<file path="config.mk">
export PLATFORM = sky130hd
export DESIGN_NAME = reshape_permute_unit_flat
export DESIGN_NICKNAME = d
export VERILOG_FILES = /design/src/rtl/reshape_permute_if.sv /design/src/rtl/reshape_permute_unit.sv /design/src/flat_wrapper.sv
export SDC_FILE = /design/constraint.sdc
export NUM_CORES = 2
export LEC_CHECK = 0
export CAP_MARGIN = 25
export CORE_MARGIN = 10
export CORE_UTILIZATION = 55
export DETAILED_ROUTE_END_ITERATION = 8
export HOLD_SLACK_MARGIN = 0.08
export PLACE_DENSITY = 0.73
export SYNTH_ARGS = -nofsm -noshare
export SYNTH_HDL_FRONTEND = slang
export SYNTH_SLANG_ARGS = --single-unit
</file>
<file path="constraint.sdc">
create_clock -name clk -period 13.54 [get_ports clk]
set_clock_uncertainty 0.15 [all_clocks]
set_input_delay 2.708 -clock clk [delete_from_list [all_inputs] [get_ports clk]]
set_output_delay 2.708 -clock clk [all_outputs]
set_load 0.005 [all_outputs]
</file>
<file path="src/rtl/reshape_permute_if.sv">
// Handshake bundle for reshape_permute_unit: the input row stream, the output row stream,
// mode select and status.
interface reshape_permute_if #(
  parameter int DATA_WIDTH = 8,
  parameter int N          = 8
);
  logic [1:0]              cfg_mode;
  logic [N*DATA_WIDTH-1:0] in_data;
  logic                    in_valid;
  logic                    in_last;
  logic                    in_ready;
  logic [N*DATA_WIDTH-1:0] out_data;
  logic                    out_valid;
  logic                    out_last;
  logic                    out_ready;
  logic                    busy;
  logic                    mode_err;

  modport master (
    output cfg_mode, in_data, in_valid, in_last, out_ready,
    input  in_ready, out_data, out_valid, out_last, busy, mode_err
  );

  modport slave (
    input  cfg_mode, in_data, in_valid, in_last, out_ready,
    output in_ready, out_data, out_valid, out_last, busy, mode_err
  );
endinterface

</file>
<file path="src/rtl/reshape_permute_unit.sv">
// Streaming N x N tile reshaper: loads N row beats, then replays them as pass, transpose or
// lane-reverse. Define RESHAPE_PAD_EN to allow short tiles ended by in_last (missing rows read as 0).
module reshape_permute_unit #(
  parameter int DATA_WIDTH = 8,
  parameter int N          = 8
) (
  input  logic              clk,
  input  logic              rst_n,
  reshape_permute_if.slave  bus
);
  localparam int IDX_W = $clog2(N);
  localparam int ROW_W = N * DATA_WIDTH;

  typedef enum logic {LOAD, DRAIN} state_e;

  state_e                 state_q, state_d;
  logic [IDX_W-1:0]       wr_idx_q, wr_idx_d;
  logic [IDX_W-1:0]       rd_idx_q, rd_idx_d;
  logic [1:0]             mode_q, mode_d;
  logic                   in_ready_q, in_ready_d;
  logic                   out_valid_q, out_valid_d;
  logic                   out_last_q, out_last_d;
  logic                   busy_q, busy_d;
  logic                   mode_err_q, mode_err_d;
`ifdef RESHAPE_PAD_EN
  logic [IDX_W:0]         rows_loaded_q, rows_loaded_d;
`endif

  logic [ROW_W-1:0]       tile_q [N];
  logic                   in_fire, out_fire, last_in_beat;
  logic [ROW_W-1:0]       row_perm;
  logic [IDX_W-1:0]       src_row, src_lane;
  logic [DATA_WIDTH-1:0]  elem;

  assign in_fire  = bus.in_valid && in_ready_q;
  assign out_fire = out_valid_q && bus.out_ready;

`ifdef RESHAPE_PAD_EN
  assign last_in_beat = (wr_idx_q == IDX_W'(N-1)) || bus.in_last;
`else
  assign last_in_beat = (wr_idx_q == IDX_W'(N-1));
`endif

  always_comb begin
    state_d    = state_q;
    wr_idx_d   = wr_idx_q;
    rd_idx_d   = rd_idx_q;
    mode_d     = mode_q;
    mode_err_d = 1'b0;
`ifdef RESHAPE_PAD_EN
    rows_loaded_d = rows_loaded_q;
`endif
    case (state_q)
      LOAD: begin
        if (in_fire) begin
          // Mode is fixed per tile from its first beat; reserved mode falls back to pass.
          if (wr_idx_q == '0) begin
            mode_d     = (bus.cfg_mode == 2'd3) ? 2'd0 : bus.cfg_mode;
            mode_err_d = (bus.cfg_mode == 2'd3);
          end
          if (last_in_beat) begin
            state_d  = DRAIN;
            wr_idx_d = '0;
`ifdef RESHAPE_PAD_EN
            rows_loaded_d = {1'b0, wr_idx_q} + (IDX_W+1)'(1);
`endif
          end else begin
            wr_idx_d = wr_idx_q + IDX_W'(1);
          end
        end
      end
      DRAIN: begin
        if (out_fire) begin
          if (rd_idx_q == IDX_W'(N-1)) begin
            state_d  = LOAD;
            rd_idx_d = '0;
          end else begin
            rd_idx_d = rd_idx_q + IDX_W'(1);
          end
        end
      end
      default: state_d = LOAD;
    endcase

    in_ready_d  = (state_d == LOAD);
    out_valid_d = (state_d == DRAIN);
    out_last_d  = (state_d == DRAIN) && (rd_idx_d == IDX_W'(N-1));
    busy_d      = (state_d == DRAIN) || (wr_idx_d != '0);
  end

  always_ff @(posedge clk or negedge rst_n) begin
    if (!rst_n) begin
      state_q     <= LOAD;
      wr_idx_q    <= '0;
      rd_idx_q    <= '0;
      mode_q      <= 2'd0;
      in_ready_q  <= 1'b1;
      out_valid_q <= 1'b0;
      out_last_q  <= 1'b0;
      busy_q      <= 1'b0;
      mode_err_q  <= 1'b0;
`ifdef RESHAPE_PAD_EN
      rows_loaded_q <= '0;
`endif
    end else begin
      state_q     <= state_d;
      wr_idx_q    <= wr_idx_d;
      rd_idx_q    <= rd_idx_d;
      mode_q      <= mode_d;
      in_ready_q  <= in_ready_d;
      out_valid_q <= out_valid_d;
      out_last_q  <= out_last_d;
      busy_q      <= busy_d;
      mode_err_q  <= mode_err_d;
`ifdef RESHAPE_PAD_EN
      rows_loaded_q <= rows_loaded_d;
`endif
    end
  end

  // Tile storage is data only; stale rows are never visible because output is gated by state.
  always_ff @(posedge clk) begin
    if (in_fire) tile_q[wr_idx_q] <= bus.in_data;
  end

  always_comb begin
    row_perm = '0;
    src_row  = '0;
    src_lane = '0;
    elem     = '0;
    for (int i = 0; i < N; i++) begin
      src_row  = rd_idx_q;
      src_lane = IDX_W'(i);
      case (mode_q)
        2'd1: begin
          src_row  = IDX_W'(i);
          src_lane = rd_idx_q;
        end
        2'd2:    src_lane = IDX_W'(N-1-i);
        default: ;
      endcase
      elem = tile_q[src_row][int'(src_lane)*DATA_WIDTH +: DATA_WIDTH];
`ifdef RESHAPE_PAD_EN
      if ({1'b0, src_row} >= rows_loaded_q) elem = '0;
`endif
      row_perm[i*DATA_WIDTH +: DATA_WIDTH] = elem;
    end
  end

  assign bus.out_data  = out_valid_q ? row_perm : '0;
  assign bus.in_ready  = in_ready_q;
  assign bus.out_valid = out_valid_q;
  assign bus.out_last  = out_last_q;
  assign bus.busy      = busy_q;
  assign bus.mode_err  = mode_err_q;
endmodule
</file>
<file path="src/flat_wrapper.sv">
// flat-port wrapper written by rule: the top's interface ports become plain ports
module reshape_permute_unit_flat 
#(
  parameter int DATA_WIDTH = 8,
  parameter int N          = 8
)
  (clk, rst_n, bus_cfg_mode, bus_in_data, bus_in_valid, bus_in_last, bus_out_ready, bus_in_ready, bus_out_data, bus_out_valid, bus_out_last, bus_busy, bus_mode_err);
  reshape_permute_if #(.DATA_WIDTH(DATA_WIDTH), .N(N)) bus_i ();
  input  logic clk;
  input  logic rst_n;
  input wire logic [$bits(bus_i.cfg_mode)-1:0] bus_cfg_mode;
  input wire logic [$bits(bus_i.in_data)-1:0] bus_in_data;
  input wire logic [$bits(bus_i.in_valid)-1:0] bus_in_valid;
  input wire logic [$bits(bus_i.in_last)-1:0] bus_in_last;
  input wire logic [$bits(bus_i.out_ready)-1:0] bus_out_ready;
  output wire logic [$bits(bus_i.in_ready)-1:0] bus_in_ready;
  output wire logic [$bits(bus_i.out_data)-1:0] bus_out_data;
  output wire logic [$bits(bus_i.out_valid)-1:0] bus_out_valid;
  output wire logic [$bits(bus_i.out_last)-1:0] bus_out_last;
  output wire logic [$bits(bus_i.busy)-1:0] bus_busy;
  output wire logic [$bits(bus_i.mode_err)-1:0] bus_mode_err;
  assign bus_i.cfg_mode = bus_cfg_mode;
  assign bus_i.in_data = bus_in_data;
  assign bus_i.in_valid = bus_in_valid;
  assign bus_i.in_last = bus_in_last;
  assign bus_i.out_ready = bus_out_ready;
  assign bus_in_ready = bus_i.in_ready;
  assign bus_out_data = bus_i.out_data;
  assign bus_out_valid = bus_i.out_valid;
  assign bus_out_last = bus_i.out_last;
  assign bus_busy = bus_i.busy;
  assign bus_mode_err = bus_i.mode_err;
  reshape_permute_unit #(.DATA_WIDTH(DATA_WIDTH), .N(N)) u_core (.clk(clk), .rst_n(rst_n), .bus(bus_i));
endmodule
</file>
Yosys cells after proc, flatten, opt, wreduce, memory -nomap -nowiden
Memories as Yosys holds them, arrays and structs flattened.
Index checks and enable logic that the tools add are counted.
{"block": "classes", "addsub": 2, "eq_ne": 6, "shift": 8, "n_mux": 34, "bitwise_logic": 2, "reduce_logical": 7}
{"operator": "64-bit by 7-bit indexed part select with 8-bit output", "n": 8}
{"operator": "64-bit two-way mux", "n": 1}
{"operator": "3-bit one-hot mux with 2 select lines", "n": 8}
{"operator": "3-bit two-way mux", "n": 14}
{"operator": "3-bit == test (second input constant)", "n": 3}
{"operator": "1-bit two-way mux", "n": 9}
{"operator": "3-bit by 1-bit adder with 3-bit output (second input constant)", "n": 2}
{"operator": "2-bit == test (second input constant)", "n": 2}
{"operator": "1-bit logical AND", "n": 3}
{"operator": "3-bit logical NOT", "n": 1}
{"operator": "3-bit AND reduction", "n": 1}
{"operator": "3-bit nonzero test", "n": 1}
{"operator": "2-bit by 1-bit == test with 1-bit output (second input constant)", "n": 1}
{"operator": "2-bit two-way mux", "n": 1}
{"operator": "1-bit inverter", "n": 2}
{"operator": "1-bit one-hot mux with 2 select lines", "n": 1}
{"operator": "1-bit logical OR", "n": 1}
{"block": "word_totals", "ff_bits": 13, "ramBits": 512, "input_bits": 71, "out_inout_bits": 69, "word_cells": 68, "n_memories": 1}
{"name": "u_core.tile_q", "words": 8, "word_bits": 64, "read_ports": 8, "rd_ports_with_merged_regs": 0, "write_ports": 1, "line_no": "reshape_permute_unit.sv:29", "source": "logic [ROW_W-1:0] tile_q [N];"}

Longest topological paths before layout
{"block": "logic_depth", "word_depth": 6, "depth_mapped": 14, "depth_no_buf": 9}

Worst setup path after synthesis
No wires, ideal clock.
{"block": "synth_path", "kind": "input-to-reg", "start": "in bus_in_valid", "end": "mem u_core.tile_q[1][0] (netlist bit), enable pin", "setup_ns": 0.644, "t_arrival_ns": 8.872, "required_ns": 12.746, "setup_slack_ns": 3.874, "stages": 2, "n_path_buf": 0, "cell_sequence": "nand2_1 nor4_1"}
{"block": "synth_between", "elab_chain_len": 3}
{"element": "from (decl)", "line_no": "flat_wrapper.sv:13", "source": "input wire logic [$bits(bus_i.in_valid)-1:0] bus_in_valid;"}
{"element": "1-bit logical AND", "line_no": "reshape_permute_unit.sv:35", "source": "assign in_fire = bus.in_valid && in_ready_q;"}
{"element": "1-bit two-way mux", "line_no": "reshape_permute_unit.sv:123", "source": "if (in_fire) tile_q[wr_idx_q] <= bus.in_data;"}
{"element": "1-bit two-way mux (implied by the code)", "line_no": "reshape_permute_unit.sv:123"}
{"element": "to (decl)", "line_no": "reshape_permute_unit.sv:29"}
Every way passes these cells.

Final worst setup path
{"block": "layout_path", "start": "reg u_core.mode_q[1]", "end": "out bus_out_data[4]"}
{"block": "layout_between", "elab_chain_len": 5, "word_cells_on_any_way": 7, "cone_classes": "eq/ne (2); shift (1); mux (3); memory (1)"}
{"element": "from (decl)", "line_no": "reshape_permute_unit.sv:19", "source": "logic [1:0] mode_q, mode_d;"}
{"element": "from (signal assigned)", "line_no": "reshape_permute_unit.sv:109", "source": "mode_q <= mode_d;"}
{"element": "2-bit by 1-bit == test with 1-bit output", "line_no": "reshape_permute_unit.sv:134", "source": "case (mode_q)"}
{"element": "3-bit two-way mux", "line_no": "reshape_permute_unit.sv:134"}
{"element": "memory read 8 x 64 bit"}
{"element": "64-bit by 7-bit indexed part select with 8-bit output (*)", "line_no": "reshape_permute_unit.sv:142", "source": "elem = tile_q[src_row][int'(src_lane)*DATA_WIDTH +: DATA_WIDTH];"}
{"element": "64-bit two-way mux (*)", "line_no": "reshape_permute_unit.sv:150", "source": "assign bus.out_data = out_valid_q ? row_perm : '0;"}
{"element": "to (decl)", "line_no": "flat_wrapper.sv:17", "source": "output wire logic [$bits(bus_i.out_data)-1:0] bus_out_data;"}
Mark *: on every way between the ends. The rest lies on a longest branch, timed or not.

==> out/results.ini <==
[grt]
overflow = 0
grt_pass1_wl_um = 204000
grt_usage = 0.360
antenna_found_initial = 11
met1_usage = 0.454
grt_max_degree = 144
use_met2 = 0.521
grt.busiest_layer = met2
use_met3 = 0.133
grt_pass1_vias = 30700

[layout]
area_growth_pct = 10.3
fin_nets = 3623
finalCoreUtilization = 0.610
layout_common_cells = 849 x nand2_1, 512 x edfxtp_1, 380 x mux2i_1
final_common_cell = nand2_1
drive_gt1_frac = 0.104

[setup_path]
cp_data_required_time_ns = 10.68
worst-path-buf-inv = 5
cp_max_fo = 68
slowest_stage = buf_4
critPathLaunchType = register
cp.arrival_ns = 6.20
cp_common_cell = buf_4
crit_family = buffers and inverters
worstSetupPathType = register to output pin
crit_path_end_kind = output pin
critPathMaxStageDelay_ns = 0.85
crit_chain = inv_1 > ha_2 > buf_4 > buf_4 > or2_4 > buf_4 > nand2_1 > o221ai_1 > a311o_1 > nand3_1 > a32oi_1 > clkdlybuf4s50_1

[synth]
synthArstFlopShare = 0.0248
syn_nets = 3653
synth_area_leaders = edfxtp_1 43%, mux2i_1 11%, nand2_1 9.0%, mux4_2 7.4%, nand3_1 3.7%
synth_compound_area_frac = 0.148
yosysSeqAreaShare = 0.443
synth_edf_count = 512
synthCells = 3574
synth_fa_ha_area_frac = 0.00282
yosysTopAreaCell = edfxtp_1
syn_area_um2 = 35500
synth-xor-area-share = 0
synth_seq_cells = 525
synthFlopType = edfxtp_1
synth_top_area_frac = 0.433
synthDistinctLibCells = 79
yosys_warnings = 0
synthSimpleGateAreaFrac = 0.170
syn_avg_cell_area_um2 = 9.93
synthMuxAreaShare = 0.191
synth_top_family_by_area = multiplexers

[clocking]
cts_setup_buffers = 0
cts_buffers = 58
hold_buffers = 0
clkTransAtPathRegs_ns = 0.06
cts.sinks = 525
cts_root_buffer = clkbuf_16
h-tree-depth = 2
cts.repair.resized = 0
clock_latency_ns = 0.65
cts_tree = built
clk_path_buf_depth = 3

[timing]
worst_slew_pin_slew_ns = 1.16
fin_crit_sh = 0.669
final_hold_viol_count = 0
rsz0062_at_grt = false
max_freq_mhz = 110
slew_viol_final = 0
tns_ns = 0
period_minus_slack_ns = 9.05
maxSlewHeadroom = 0.222
setup_viol = 0

[power_and_ir_drop]
p_sw_frac = 0.521
ir_drop_uv = 344
power_switching_mw = 6.03
p_per_area_nw_per_um2 = 296
intPower_mw = 5.54
combPwrFrac = 0.683
power_mw = 11.6
seq_power_share = 0.183
power.clock.fraction = 0.134
power.leakage_nw = 14.1

[drt]
routed-via-count = 32900
initialDrtViolationCount = 5881
dr.pass1.iters = 9
drc_errors = 0
viasPerCell = 7.38
ant_nets = 0
wl_per_cell_um = 31.2
wl_um = 139000

[floorplanning]
die_x_um = 274
die_height_um = 274
floorplan.rows = 93
ios = 140
coreArea_um2 = 64100
dieArea_um2 = 75100
initial_core_util = 0.553

[placed_design]
gp_congestion = 1.01
io_buffers = 138
dp_hpwl_um = 87100

[flow_run]
maxCapViolations = 0

[run_status]
outcome = completed

[min_path]
hold_class = register to register

[power groups by stage]
stage,Clock [mW],Sequential (mW),Combinational (mW)
after detailed placement,0,2.15,7.49
after global routing,1.62,2.14,8.18
after global placement,0,2.14,7.47
after CTS,1.55,2.11,7.52
final,1.55,2.12,7.90
after floorplan,0,2.13,5.04
[per-stage QoR]
step	instance area (µm²)	hold WS, ns	std cells	worst slack (ns)
after floorplan	35500	0.402	3574	3.87
after global placement	37200	0.449	4334	5.33
after detailed placement	37200	0.477	4335	5.29
after CTS	39100	0.492	4444	4.62
after global routing	39100	0.527	4449	4.28
final	39100	0.486	4457	4.49
[sequential cells by signal, summed over array words and instances (netlist names)]
register	cells
u_core.state_q	1
u_core.bus.in_ready	1
u_core.bus.mode_err	1
u_core.rd_idx_q	3
u_core.wr_idx_q	3
u_core.mode_q	2
u_core.tile_q	512
u_core.bus.out_last	1
u_core.bus.busy	1
[per-layer routing]
metal	part of all wire	vias to the layer above
met2	0.42	2984
li1	-	13600
met5	0.00068	-
met1	0.35	15600
met4	0.075	14
met3	0.16	721
[worst register-to-register path: stages (launching register included)]
cell and delay (ns):
dfrtp_1 0.53, nand3_1 0.30, nor3_2 0.20, buf_4 0.53
buf_4 0.74
[path summary, 6_finish.rpt]
check	start	end	slack (ns)	depth (start not counted)
max	u_core.mode_q[1]	bus_out_data[4]	4.49	12
min	u_core.mode_q[1]	u_core.mode_q[1]	0.49	2
min in group asynchronous	rst_n	u_core.bus.busy	2.28	1
max in group asynchronous	rst_n	u_core.rd_idx_q[0]	10.51	1
max reg2reg	u_core.wr_idx_q[2]	u_core.tile_q[5][28]	10.67	4
min reg2reg	u_core.mode_q[1]	u_core.mode_q[1]	0.49	2
[logic make-up after synthesis]
| group | Yosys count |
|---|---|
| simple gates | 1397 |
| compound gates | 786 |
| mux | 527 |
| flops | 525 |
| buf+inv | 331 |
| fa+ha+maj | 8 |
[area by class of cell]
class / count / area (µm²)
flip-flops and latches: 525 / 15700
fillers: 5299 / 25000
clock inverters: 40 / 332
multi-input cells: 2718 / 18300
diodes: 9 / 22.5
inverters: 12 / 45.0
repair buffers: 229 / 2140
well taps: 855 / 1070
clock buffers: 69 / 1490
[cells in the mapped netlist (14+ instances only)]
| master | n |
|---|---|
| a211oi_1 | 67 |
| a21oi_1 | 187 |
| a221oi_1 | 17 |
| a22oi_1 | 19 |
| a311oi_1 | 54 |
| a31oi_1 | 76 |
| a32oi_1 | 14 |
| and2_1 | 18 |
| and3_1 | 41 |
| buf_1 | 34 |
| buf_2 | 120 |
| buf_4 | 20 |
| buf_6 | 18 |
| clkbuf_1 | 125 |
| edfxtp_1 | 512 |
| mux2_2 | 27 |
| mux2i_1 | 380 |
| mux4_2 | 116 |
| nand2_1 | 850 |
| nand3_1 | 263 |
| nand4_1 | 22 |
| nor2_1 | 102 |
| nor2b_1 | 17 |
| nor3_1 | 34 |
| o211ai_1 | 47 |
| o21ai_0 | 128 |
| o22ai_1 | 30 |
| o311ai_0 | 15 |
| o31ai_1 | 17 |
(Power assumes the default switching activity.)
